File: src/rtl/qspi_cmd_sequencer.sv
// Deserialises oversampled QSPI nibble frames into board/engine commands; strobes land <= SYNC_STAGES+2 clk after the final sck rise.
// No backpressure: refused accesses while eng_busy set sticky err instead of stalling the host.
module qspi_cmd_sequencer #(
  parameter int         SYNC_STAGES = 2,
  parameter logic [3:0] BUSY_NIBBLE = 4'hF
) (
  input  logic       clk,
  input  logic       rst,
  input  logic       sck,
  input  logic       cs_n,
  input  logic [3:0] sdi,
  output logic [3:0] sdo,
  output logic       sdo_oe,
  output logic [5:0] brd_addr,
  output logic [3:0] brd_wdata,
  output logic       brd_we,
  output logic       brd_re,
  input  logic [3:0] brd_rdata,
  output logic       eng_start,
  input  logic       eng_busy,
  input  logic [5:0] eng_from,
  input  logic [5:0] eng_to
);

  typedef enum logic [3:0] {
    S_IDLE, S_OPC_HI, S_OPC_LO, S_ADDR_HI, S_ADDR_LO, S_DATA, S_TURN, S_REPLY, S_IGNORE
  } state_t;

  logic [SYNC_STAGES-1:0]      sck_s, cs_s;
  logic [SYNC_STAGES-1:0][3:0] sdi_s;
  logic                        sck_prev;
  logic                        sck_rise, sck_fall, cs_hi;
  logic [3:0]                  sdi_v;

  // cs sync resets to "selected" so a frame cut by rst cannot re-arm until cs_n is really seen high
  always_ff @(posedge clk) begin
    if (rst) begin
      sck_s    <= '0;
      cs_s     <= '0;
      sdi_s    <= '0;
      sck_prev <= 1'b0;
    end else begin
      sck_s    <= {sck_s[SYNC_STAGES-2:0], sck};
      cs_s     <= {cs_s[SYNC_STAGES-2:0], cs_n};
      sdi_s    <= {sdi_s[SYNC_STAGES-2:0], sdi};
      sck_prev <= sck_s[SYNC_STAGES-1];
    end
  end

  assign sck_rise = sck_s[SYNC_STAGES-1] & ~sck_prev;
  assign sck_fall = ~sck_s[SYNC_STAGES-1] & sck_prev;
  assign cs_hi    = cs_s[SYNC_STAGES-1];
  assign sdi_v    = sdi_s[SYNC_STAGES-1];

  state_t      state, state_d;
  logic        armed, armed_d;
  logic [3:0]  opc_hi, opc_hi_d;
  logic        is_rd, is_rd_d;
  logic [5:0]  addr, addr_d;
  logic [15:0] reply_sr, reply_sr_d;
  logic [2:0]  rcnt, rcnt_d, rlen, rlen_d;
  logic        rd_pend;
  logic        err, err_d;
  logic [3:0]  sdo_d, brd_wdata_d;
  logic [5:0]  brd_addr_d;
  logic        sdo_oe_d, brd_we_d, brd_re_d, eng_start_d;

  always_ff @(posedge clk) begin
    if (rst) begin
      state     <= S_IDLE;
      armed     <= 1'b0;
      opc_hi    <= '0;
      is_rd     <= 1'b0;
      addr      <= '0;
      reply_sr  <= '0;
      rcnt      <= '0;
      rlen      <= '0;
      rd_pend   <= 1'b0;
      err       <= 1'b0;
      sdo       <= '0;
      sdo_oe    <= 1'b0;
      brd_addr  <= '0;
      brd_wdata <= '0;
      brd_we    <= 1'b0;
      brd_re    <= 1'b0;
      eng_start <= 1'b0;
    end else begin
      state     <= state_d;
      armed     <= armed_d;
      opc_hi    <= opc_hi_d;
      is_rd     <= is_rd_d;
      addr      <= addr_d;
      reply_sr  <= reply_sr_d;
      rcnt      <= rcnt_d;
      rlen      <= rlen_d;
      rd_pend   <= brd_re;
      err       <= err_d;
      sdo       <= sdo_d;
      sdo_oe    <= sdo_oe_d;
      brd_addr  <= brd_addr_d;
      brd_wdata <= brd_wdata_d;
      brd_we    <= brd_we_d;
      brd_re    <= brd_re_d;
      eng_start <= eng_start_d;
    end
  end

  always_comb begin
    state_d     = state;
    armed_d     = armed | cs_hi;
    opc_hi_d    = opc_hi;
    is_rd_d     = is_rd;
    addr_d      = addr;
    reply_sr_d  = reply_sr;
    rcnt_d      = rcnt;
    rlen_d      = rlen;
    err_d       = err;
    sdo_d       = sdo;
    sdo_oe_d    = sdo_oe;
    brd_addr_d  = brd_addr;
    brd_wdata_d = brd_wdata;
    brd_we_d    = 1'b0;
    brd_re_d    = 1'b0;
    eng_start_d = 1'b0;

    // board RAM answers one cycle after brd_re; park the data as the reply nibble
    if (rd_pend) reply_sr_d[15:12] = brd_rdata;

    if (cs_hi) begin
      state_d  = S_IDLE;
      sdo_oe_d = 1'b0;
    end else begin
      case (state)
        S_IDLE: if (armed) begin
          state_d = S_OPC_HI;
          armed_d = 1'b0;
        end
        S_OPC_HI: if (sck_rise) begin
          opc_hi_d = sdi_v;
          state_d  = S_OPC_LO;
        end
        S_OPC_LO: if (sck_rise) begin
          case ({opc_hi, sdi_v})
            8'h01: begin is_rd_d = 1'b0; state_d = S_ADDR_HI; end
            8'h02: begin is_rd_d = 1'b1; state_d = S_ADDR_HI; end
            8'h03: begin
              if (!eng_busy) eng_start_d = 1'b1;
              else           err_d       = 1'b1;
              state_d = S_IGNORE;
            end
            8'h04: begin
              reply_sr_d = {eng_busy, err, 2'b00, eng_from, eng_to};
              err_d      = 1'b0;
              rlen_d     = 3'd4;
              rcnt_d     = 3'd0;
              state_d    = S_REPLY;
            end
            default: state_d = S_IGNORE;
          endcase
        end
        S_ADDR_HI: if (sck_rise) begin
          addr_d[5:4] = sdi_v[1:0];
          state_d     = S_ADDR_LO;
        end
        S_ADDR_LO: if (sck_rise) begin
          addr_d[3:0] = sdi_v;
          if (is_rd) begin
            brd_addr_d = {addr[5:4], sdi_v};
            if (!eng_busy) begin
              brd_re_d = 1'b1;
            end else begin
              reply_sr_d = {BUSY_NIBBLE, 12'h000};
              err_d      = 1'b1;
            end
            rlen_d  = 3'd1;
            rcnt_d  = 3'd0;
            state_d = S_TURN;
          end else begin
            state_d = S_DATA;
          end
        end
        S_DATA: if (sck_rise) begin
          brd_addr_d  = addr;
          brd_wdata_d = sdi_v;
          if (!eng_busy) brd_we_d = 1'b1;
          else           err_d    = 1'b1;
          state_d = S_IGNORE;
        end
        S_TURN: if (sck_rise) state_d = S_REPLY;
        S_REPLY: begin
          if (sck_fall) begin
            sdo_d      = reply_sr[15:12];
            reply_sr_d = {reply_sr[11:0], 4'h0};
            sdo_oe_d   = 1'b1;
            rcnt_d     = rcnt + 3'd1;
          end else if (sck_rise && rcnt == rlen) begin
            // host has sampled the last nibble on this rise
            sdo_oe_d = 1'b0;
            state_d  = S_IGNORE;
          end
        end
        S_IGNORE: state_d = S_IGNORE;
        default:  state_d = S_IDLE;
      endcase
    end
  end

endmodule

File: config.mk
export PLATFORM = sky130hd
export DESIGN_NAME = qspi_cmd_sequencer
export DESIGN_NICKNAME = d
export VERILOG_FILES = /design/src/rtl/qspi_cmd_sequencer.sv
export SDC_FILE = /design/constraint.sdc
export NUM_CORES = 1
export LEC_CHECK = 0
export ABC_AREA = 1
export ABC_CLOCK_PERIOD_IN_PS = 1700
export BUFFER_PORTS_ARGS = -buffer_cell sky130_fd_sc_hd__buf_2
export CAP_MARGIN = 15
export CORE_MARGIN = 2
export CORE_UTILIZATION = 57
export CTS_CLUSTER_SIZE = 10
export DETAILED_ROUTE_END_ITERATION = 10
export GPL_ROUTABILITY_DRIVEN = 0
export PLACE_DENSITY = 0.78
export REMOVE_ABC_BUFFERS = 1
export SETUP_SLACK_MARGIN = 0.02
export SYNTH_ARGS = -nofsm -noshare
export SYNTH_HDL_FRONTEND = slang
export SYNTH_SLANG_ARGS = --single-unit
File: constraint.sdc
create_clock -name clk -period 1.7 [get_ports clk]
set_input_delay 0.17 -clock clk [delete_from_list [all_inputs] [get_ports clk]]
set_output_delay 0.17 -clock clk [all_outputs]
set_load 0.1 [all_outputs]
==> results.py, run 1 <==
metrics = {
    "outcome": {
        "status": "finished clean",
    },
    "sta": {
        "finalSetupViolCount": 0,
        "finClkSkew_ps": 7.089,
        "drv_slew": 0,
        "final-hold-violation-count": 0,
        "max-slew-margin-rel": 0.6734,
        "min_period_ps": 1651,
        "hold_slack_ps": 21.07,
        "worstMarginPinSlew_ps": 493.2,
        "timing.fmax_ghz": 0.6055,
        "min_period_over_period": 0.9715,
        "fin_setup_tns_ps": 0,
    },
    "worst_setup_path": {
        "worstPathRequired_ps": 1940,
        "critPathArrivalTime_ps": 1890,
        "critPathLaunchType": "flip-flop",
        "cp_common_cell": "nor2_1",
        "worst-path-stages": 9,
        "path_class": "flip-flop to flip-flop",
        "critical_path.slowest_cell": "dfxtp_1",
        "r2r_end": "rcnt[0]",
        "r2r_slack_ps": 50,
        "critPathBufInv": 2,
        "reg2reg_from": "sdi_v[2]",
        "critPathCaptureType": "flip-flop",
        "crit_chain": "inv_1 > nor2_1 > nand2_1 > nor2_2 > nor2_1 > nor2_1 > nand3_1 > o21ai_1 > inv_1",
        "worst_r2r_path_depth": 9,
        "critPathMaxFanout": 4,
        "crit_family": "simple AND/OR/NAND/NOR gates",
        "cp_slowest_stage_delay_ps": 370,
    },
    "drt": {
        "routed_wl_um": 8385,
        "drc": 0,
        "ant_nets": 0,
        "routedWlPerCell_um": 13.23,
        "num_vias": 3402,
        "vias_per_cell": 5.366,
        "dr.pass1.iters": 5,
        "drt_iter0_markers": 437,
    },
    "finish": {
        "multi_input_area_um2": 1644,
        "layout.area.seq_um2": 1419,
        "nFillCells": 435,
        "num_antenna_cells": 0,
        "area_growth_pct": 26.20,
        "final_layout_size_suffix_gt1_frac": 0.2349,
        "fin_nets": 583,
    },
    "global_routing": {
        "use_met3": 0.05909,
        "grt_max_degree": 26,
        "grt_pass1_vias": 2895,
        "busiest_layer": "met2",
        "antenna_found_initial": 0,
        "grtUsageMet2": 0.4068,
        "grtUsageTotal": 0.2508,
        "grt_overflow": 0,
        "grt_use_met1": 0.3128,
        "grt_pass1_wl_um": 12410,
    },
    "synthesis": {
        "yosysWarningCount": 0,
        "syn-cell-area_um2": 3219,
        "synth_seq_area_share": 0.4353,
        "avgSynthCellArea_um2": 6.597,
        "synthCells": 488,
        "yosysUniqueCellTypes": 29,
        "synth-seq-cells": 70,
    },
    "power_and_ir_drop": {
        "leakagePower_nw": 1.912,
        "vdd_drop_max_mv": 0.6363,
        "power_density_nw_per_um2": 802.9,
    },
    "clock_tree": {
        "clk_pin_slew_ps": 70,
        "insertion_delay_ps": 340,
        "root_buffer": "clkbuf_8",
        "cts_tree": "built",
        "cts_hold_buf": 0,
        "cts-htree-levels": 3,
        "numCtsBuffers": 9,
        "cts_sinks": 70,
        "cts.path.max_buffers": 2,
    },
    "worst_hold_path": {
        "min_from": "sdi[1]",
        "min_path_cells": 3,
        "hold_path.class": "primary input to flip-flop",
        "min_to": "sdi_s[1]",
    },
    "floorplanning": {
        "die_y_um": 79.15,
        "coreArea_um2": 5473,
        "initial_core_util": 0.5882,
        "die-area_um2": 6265,
        "die_x_um": 79.15,
        "io_pins": 43,
        "rows": 27,
    },
    "place": {
        "hpwlAfterDp_um": 5251,
        "io_buffers": 42,
    },
    "flow_run": {
        "cap_violations": 0,
    },
}
cells in the mapped netlist:
| cell | number | area [µm²] |
|---|---|---|
| nand4_1 | 13 | 81.33 |
| dfxtp_1 | 70 | 1401 |
| nor3b_1 | 1 | 7.510 |
| ha_1 | 1 | 12.51 |
| nor2_4 | 1 | 11.26 |
| nand2_2 | 1 | 6.260 |
| a21oi_1 | 33 | 165.2 |
| xor2_1 | 1 | 8.760 |
| clkbuf_1 | 6 | 22.52 |
| clkinv_1 | 1 | 3.750 |
| nor3_1 | 1 | 5.000 |
| nor2_1 | 88 | 330.3 |
| nand3_2 | 3 | 30.03 |
| or2_2 | 1 | 6.260 |
| nand3_1 | 21 | 105.1 |
| buf_2 | 3 | 15.01 |
| a22oi_1 | 1 | 7.510 |
| and3_1 | 2 | 12.51 |
| nor4_1 | 1 | 6.260 |
| buf_4 | 3 | 22.52 |
| nand3b_1 | 2 | 15.01 |
| xnor2_1 | 1 | 8.760 |
| inv_2 | 5 | 18.77 |
| o22ai_1 | 1 | 6.260 |
| buf_6 | 1 | 11.26 |
| nand2_1 | 136 | 510.5 |
| nor2_2 | 4 | 25.02 |
| o21ai_0 | 32 | 160.2 |
| inv_1 | 54 | 202.7 |
where the power goes:
part	internal, W	switching [W]
combinational	0.000126	0.000208
clock	0.000606	0.000622
sequential	0.00167	0.0000295
layer usage:
metal,vias to the layer above,share of wire
met2,161,0.49
met5,-,0
li1,1680,-
met3,28,0.069
met1,1533,0.42
met4,0,0.025
how the worst max path moves through the flow:
stage	from	to	slack, ps
floorplan	state[2]	reply_sr[10]	-160
global placement	state[2]	brd_addr[0]	60
detailed placement	state[0]	reply_sr[3]	3
CTS	state[2]	reply_sr[10]	40
global route	sdi_v[2]	rcnt[0]	-100
finish	sdi_v[2]	rcnt[0]	50
per-stage QoR:
| stage | util | power, W | cell area (µm²) | std cells | worst slack (ps) |
|---|---|---|---|---|---|
| after floorplan | - | 0.001902 | 3148 | 475 | -163.0 |
| after global placement | 0.6607 | 0.002013 | 3616 | 608 | 57.20 |
| after detailed placement | 0.6607 | 0.002019 | 3616 | 608 | 2.809 |
| after CTS | 0.6978 | 0.003231 | 3819 | 626 | 40.87 |
| after global routing | 0.7423 | 0.003383 | 4063 | 634 | -103.1 |
| final | 0.7423 | 0.003262 | 4063 | 634 | 48.53 |
sequential cells by signal, summed over array words and instances (netlist names), 2 cells and up:
register and cells:
sdi_v 4, addr 6, brd_wdata 4, sck_s 2, rcnt 3, reply_sr 16, state 4, cs_s 2
opc_hi 4, sdi_s 4, brd_addr 6, rlen 2, sdo 4
worst register-to-register path: cells and delay by family, from the launching register on:
family                 cells  cell delay (ps)
flip-flops                 1              370
AND/OR/NAND/NOR            6              840
buffers and inverters      2              160
AO/OA/AOI/OAI              1              170
final cells by class:
cell class,count,share of cell area
Multi-Input combinational cell,345,0.4047
Sequential cell,70,0.3492
Timing Repair Buffer,71,0.1223
Inverter,60,0.05605
Clock buffer,11,0.03727
Tap cell,72,0.02217
Clock inverter,5,0.008315
repair_timing:
item	CTS	global route
cloned	0	4
buffers inserted	2	4
pin swaps	1	4
hold endpoints to repair	0	0
resized for setup	1	52
setup endpoints to repair	10	45
kinds of logic (layout without fill, tap and decap cells):
logic type	Yosys count	in the layout	synth area share
xor gates and xnor gates	2	2	0.005442
DFF	70	70	0.4353
and+or+nand+nor	275	275	0.3579
buffers and inverters	73	147	0.09211
AOI/OAI and AO/OA	67	67	0.1053
adders and majority gates	1	1	0.003886
placed cells by master, fill, tap and decap left out, types with 2 or more instances in the layout:
cell type / count
dfxtp_2: 5
clkinv_2: 2
nand3_4: 3
nor2_4: 8
nor2_1: 81
o21ai_1: 3
and3_1: 2
nand2_1: 127
buf_12: 2
buf_6: 3
nand3b_1: 2
buf_2: 43
nand3_2: 2
dfxtp_4: 3
clkbuf_16: 2
nand2_4: 3
buf_4: 21
a21oi_1: 33
inv_1: 50
dfxtp_1: 62
clkinvlp_4: 2
clkbuf_8: 11
nand3_1: 19
o21ai_0: 29
nand4_1: 13
nand2_2: 7
nor2_2: 4
inv_2: 8
(Power assumes the default switching activity.)
==> inputs of run 2 (changes only) <==
Settings changed: ABC_CLOCK_PERIOD_IN_PS 1700 to 1900, CORE_UTILIZATION 57 to 61, PLACE_DENSITY 0.78 to 0.83.
Clock period 1.7 ns to 1.9 ns, I/O delays scaled along.
==> results.py, run 2 (same netlist as run 1, synthesis figures left out) <==
metrics = {
    "outcome": {
        "status": "finished clean",
    },
    "worst_setup_path": {
        "path_class": "flip-flop to flip-flop",
        "reg2reg_from": "state[1]",
        "worst_r2r_path_depth": 9,
        "r2r_end": "reply_sr[4]",
        "r2r_slack_ps": 130,
        "cp_slowest_stage_delay_ps": 450,
        "worstPathRequired_ps": 2150,
        "critPathMaxFanout": 7,
        "critical_path.slowest_cell": "dfxtp_2",
        "crit_start": "state[1]",
        "crit_chain": "inv_2 > nor2_1 > nand2_2 > nand3_2 > nand3_2 > nor2_2 > nand2_1 > nand2_1 > nor2_1",
        "critPathArrivalTime_ps": 2020,
        "critPathLaunchType": "flip-flop",
        "critPathCaptureType": "flip-flop",
    },
    "clock_tree": {
        "cts.path.max_buffers": 2,
        "cts_sinks": 70,
        "insertion_delay_ps": 360,
        "numCtsBuffers": 9,
        "clk_pin_slew_ps": 80,
        "cts-htree-levels": 3,
        "root_buffer": "clkbuf_8",
        "cts_tree": "built",
    },
    "worst_hold_path": {
        "min_from": "sdi[2]",
        "hold_path.class": "primary input to flip-flop",
        "min_path_cells": 3,
        "min_to": "sdi_s[2]",
    },
    "finish": {
        "fin_util": 0.7494,
        "nFillCells": 415,
        "layout.cells.most_common_list": "nand2_1, nor2_1, dfxtp_1",
        "largest_reg_flops": 16,
        "top_register": "reply_sr",
        "final_common_cell": "nand2_1",
        "fin_nets": 567,
        "stdcell_count": 616,
        "reg.largest.list": "reply_sr x16, addr x6, brd_addr x6",
        "num_antenna_cells": 0,
        "final_area_um2": 3827,
        "final_layout_size_suffix_gt1_frac": 0.1667,
        "area_growth_pct": 18.89,
    },
    "sta": {
        "fin_setup_tns_ps": 0,
        "worstMarginPinSlew_ps": 485.5,
        "finClkSkew_ps": 12.93,
        "drv_slew": 0,
        "finalSetupViolCount": 0,
        "rsz0062_at_grt": "false",
        "min_period_over_period": 0.9308,
        "max-slew-margin-rel": 0.6751,
        "min_period_ps": 1769,
        "fin_ws_ps": 131.4,
        "final-hold-violation-count": 0,
        "timing.fmax_ghz": 0.5654,
    },
    "global_routing": {
        "grt_pass1_vias": 2942,
        "grtUsageTotal": 0.2738,
        "grt_pass1_wl_um": 12920,
        "antenna_found_initial": 0,
        "grt_overflow": 0,
        "grt_max_degree": 28,
    },
    "drt": {
        "num_vias": 3242,
        "ant_nets": 0,
        "vias_per_cell": 5.263,
        "drc": 0,
        "routed_wl_um": 7685,
        "dr.pass1.iters": 6,
        "drt_iter0_markers": 300,
        "routedWlPerCell_um": 12.48,
    },
    "power_and_ir_drop": {
        "power_density_nw_per_um2": 858.9,
        "leakagePower_nw": 1.800,
        "vdd_drop_max_mv": 0.9439,
    },
    "floorplanning": {
        "initial_core_util": 0.6303,
        "die-area_um2": 5874,
        "io_pins": 43,
        "rows": 26,
        "coreArea_um2": 5107,
        "die_x_um": 76.65,
        "die_y_um": 76.65,
    },
    "place": {
        "dpl_cell_area_um2": 3513,
        "place_ws_ps": 48.63,
        "hpwlAfterDp_um": 5243,
        "dp_cells": 596,
        "io_buffers": 42,
    },
    "flow_run": {
        "cap_violations": 0,
    },
}
## run 2: cell types whose count changed in the layout (fill, tap and decap cells not counted), moves of 4 or more
cell	change
inv_2	-4
inv_1	+4
nand2_2	-6
dfxtp_1	+5
buf_4	-11
nand2_1	+9
nor2_1	+5
## run 2: worst max path at each step
stage | to | cells after the start
after global placement | reply_sr[11] | 9
after global routing | reply_sr[4] | 10
after CTS | brd_addr[5] | 8
after detailed placement | reply_sr[2] | 9
final | reply_sr[4] | 9
after floorplan | reply_sr[10] | 9
## run 2: final cells by class
cell class / instances / area, µm² / area share
multi-input combinational: 348 / 1565 / 0.4090
sequential: 70 / 1405 / 0.3671
inverter: 60 / 227.7 / 0.05950
clock buffer: 11 / 151.4 / 0.03956
tap: 70 / 87.58 / 0.02288
timing repair buffer: 52 / 285.3 / 0.07453
clock inverter: 5 / 105.1 / 0.02746
## run 2: metrics by stage
step,total power [W],hold slack (ps)
2_1_floorplan,0.001702,259.1
3_3_place_gp,0.001784,387.8
3_5_place_dp,0.001791,394.2
4_1_cts,0.003290,25.61
5_1_grt,0.003414,22.52
6_report,0.003287,35.53
## run 2: critical path: cells and delay by family, from the launching register on
| family | cells | cell delay (ps) |
|---|---|---|
| flip-flops | 1 | 450 |
| AND/OR/NAND/NOR | 8 | 1150 |
| buffers and inverters | 1 | 60 |
## run 2: routing by layer
layer | part of all wire | wire [µm] | vias up | track usage
li1 | - | - | 1651 | -
met1 | 0.44 | 3381 | 1455 | 0.3434
met2 | 0.47 | 3636 | 119 | 0.4381
met3 | 0.072 | 556 | 17 | 0.09360
met4 | 0.014 | 110 | 0 | 0.1000
met5 | 0 | 0 | - | 0
## run 2: timing repair
item / 4_1_cts / 5_1_grt
buffers inserted: 0 / 1
endpoints found under the setup margin: 6 / 43
gates cloned: 1 / 2
hold buffers: 0 / 0
endpoints found under the hold margin: 0 / 0
pin swaps: 0 / 3
resized for setup: 1 / 9
## run 2: where the power goes
group          switching (W)  internal [W]  total [W]  leakage [nW]
clock               0.000565      0.000943    0.00151         0.122
sequential         0.0000225       0.00150    0.00152         0.568
combinational       0.000171     0.0000897   0.000261          1.11
==> inputs of run 3 (changes only) <==
Settings changed: CORE_UTILIZATION 61 to 45, PLACE_DENSITY 0.83 to 0.64.
==> results.py, run 3 (same netlist as run 1, synthesis figures left out) <==
metrics = {
    "clock_tree": {
        "clk_pin_slew_ps": 70,
        "cts_sinks": 70,
        "insertion_delay_ps": 350,
        "root_buffer": "clkbuf_8",
        "cts.path.max_buffers": 2,
        "cts-htree-levels": 3,
        "numCtsBuffers": 9,
        "cts_tree": "built",
        "cts_resized": 0,
        "cts_hold_buf": 0,
        "postCtsSetupRepairBufs": 0,
    },
    "finish": {
        "num_antenna_cells": 0,
        "final_common_cell": "nand2_1",
        "fin_util": 0.5545,
        "top_register": "reply_sr",
        "nFillCells": 702,
        "layout.area.seq_um2": 1404,
        "final_area_um2": 3809,
        "area_growth_pct": 18.31,
        "layout.cells.most_common_list": "nand2_1, nor2_1, dfxtp_1",
        "final_layout_size_suffix_gt1_frac": 0.1670,
        "largest_reg_flops": 16,
        "multi_input_area_um2": 1562,
        "fin_nets": 567,
        "reg.largest.list": "reply_sr x16, addr x6, brd_addr x6",
    },
    "outcome": {
        "status": "finished clean",
    },
    "worst_setup_path": {
        "r2r_slack_ps": 180,
        "crit_start": "sdi_v[1]",
        "critPathArrivalTime_ps": 1970,
        "critPathCaptureType": "flip-flop",
        "worst_r2r_path_depth": 10,
        "crit_chain": "inv_1 > nand2_1 > nor2_1 > nand2_1 > nand2_1 > nand3_2 > nor2_2 > nand2_1 > nand2_1 > nor2_1",
        "critPathLaunchType": "flip-flop",
        "cp_common_cell": "nand2_1",
        "critical_path.slowest_cell": "dfxtp_1",
        "cp_slowest_stage_delay_ps": 350,
        "critPathMaxFanout": 5,
        "reg2reg_from": "sdi_v[1]",
        "crit_family": "simple AND/OR/NAND/NOR gates",
        "r2r_end": "reply_sr[7]",
        "worstPathRequired_ps": 2150,
        "path_class": "flip-flop to flip-flop",
        "critPathBufInv": 1,
    },
    "drt": {
        "routedWlPerCell_um": 11.65,
        "routed_wl_um": 7467,
        "drc": 0,
        "vias_per_cell": 4.855,
        "ant_nets": 0,
        "num_vias": 3112,
        "drt_iter0_markers": 167,
        "dr.pass1.iters": 5,
    },
    "global_routing": {
        "grt_max_degree": 26,
        "grt_pass1_vias": 2667,
        "antenna_found_initial": 0,
        "grt_overflow": 0,
        "grtUsageTotal": 0.1999,
        "grt_pass1_wl_um": 12090,
    },
    "worst_hold_path": {
        "min_path_cells": 3,
        "min_to": "sdi_s[1]",
        "min_from": "sdi[1]",
        "hold_path.class": "primary input to flip-flop",
    },
    "floorplanning": {
        "io_pins": 43,
        "die_x_um": 88.58,
        "die-area_um2": 7846,
        "initial_core_util": 0.4687,
        "rows": 30,
        "die_y_um": 88.58,
        "coreArea_um2": 6869,
    },
    "power_and_ir_drop": {
        "leakagePower_nw": 1.786,
        "vdd_drop_max_mv": 0.5585,
        "power_density_nw_per_um2": 796.4,
    },
    "sta": {
        "timing.fmax_ghz": 0.5819,
        "finalSetupViolCount": 0,
        "min_period_over_period": 0.9045,
        "max-slew-margin-rel": 0.6775,
        "drv_slew": 0,
        "finClkSkew_ps": 4.470,
        "fin_setup_tns_ps": 0,
        "worstMarginPinSlew_ps": 487.0,
        "final-hold-violation-count": 0,
        "min_period_ps": 1719,
        "rsz0062_at_grt": "false",
        "hold_slack_ps": 40.83,
    },
    "flow_run": {
        "cap_violations": 0,
    },
    "place": {
        "hpwlAfterDp_um": 5394,
        "dpl_cell_area_um2": 3561,
        "io_buffers": 42,
    },
}
run 3: cell count changes in the layout (fill, tap and decap cells not counted):
| cell | before | now |
|---|---|---|
| buf_4 | 10 | 11 |
| bufinv_16 | 3 | 2 |
| clkbuf_1 | 0 | 1 |
| clkbuf_8 | 11 | 9 |
| clkinv_2 | 0 | 3 |
| clkinvlp_4 | 2 | 0 |
| dfxtp_1 | 67 | 68 |
| dfxtp_2 | 3 | 2 |
| nor2_1 | 86 | 83 |
| nor2_2 | 5 | 8 |
| nor2_4 | 5 | 4 |
| o21ai_0 | 32 | 31 |
| o21ai_1 | 0 | 1 |
run 3: power breakdown:
group | total, W | internal, W | switching, W
clock network | 0.00125 | 0.000725 | 0.000528
logic | 0.000263 | 0.0000915 | 0.000171
registers | 0.00152 | 0.00150 | 0.0000218
run 3: worst reg2reg max path: stages, from the launching register on:
cell	delay [ps]
dfxtp_1	350
inv_1	180
nand2_1	130
nor2_1	100
nand2_1	90
nand2_1	130
nand3_2	190
nor2_2	280
nand2_1	80
nand2_1	60
nor2_1	30
run 3: worst max-delay path by stage:
stage | endpoint | depth (start not counted) | slack [ps]
detailed placement | reply_sr[8] | 9 | 60
floorplan | reply_sr[10] | 9 | 40
finish | reply_sr[7] | 10 | 180
global placement | reply_sr[10] | 10 | 140
global route | brd_addr[5] | 8 | 30
CTS | reply_sr[2] | 9 | 40
run 3: routing by layer:
layer	routed length [µm]	track usage	share of wire	vias to the layer above
li1	-	-	-	1642
met1	3695	0.2776	0.49	1378
met2	3276	0.2898	0.44	75
met3	349	0.05224	0.047	17
met4	146	0.09366	0.020	0
met5	0	0	0	-
run 3: layout make-up:
type / instances / area share
timing repair buffer: 53 / 0.07687
tap: 96 / 0.03154
clock inverter: 5 / 0.01971
sequential: 70 / 0.3686
inverter: 60 / 0.05979
clock buffer: 10 / 0.03351
multi-input combinational: 347 / 0.4100
run 3: through the flow:
step	std cells	worst slack [ps]	power (W)
2_1_floorplan	475	37.03	0.001702
3_3_place_gp	624	138.5	0.001793
3_5_place_dp	624	59.98	0.001798
4_1_cts	639	43.54	0.003055
5_1_grt	641	30.51	0.003160
6_report	641	181.4	0.003033
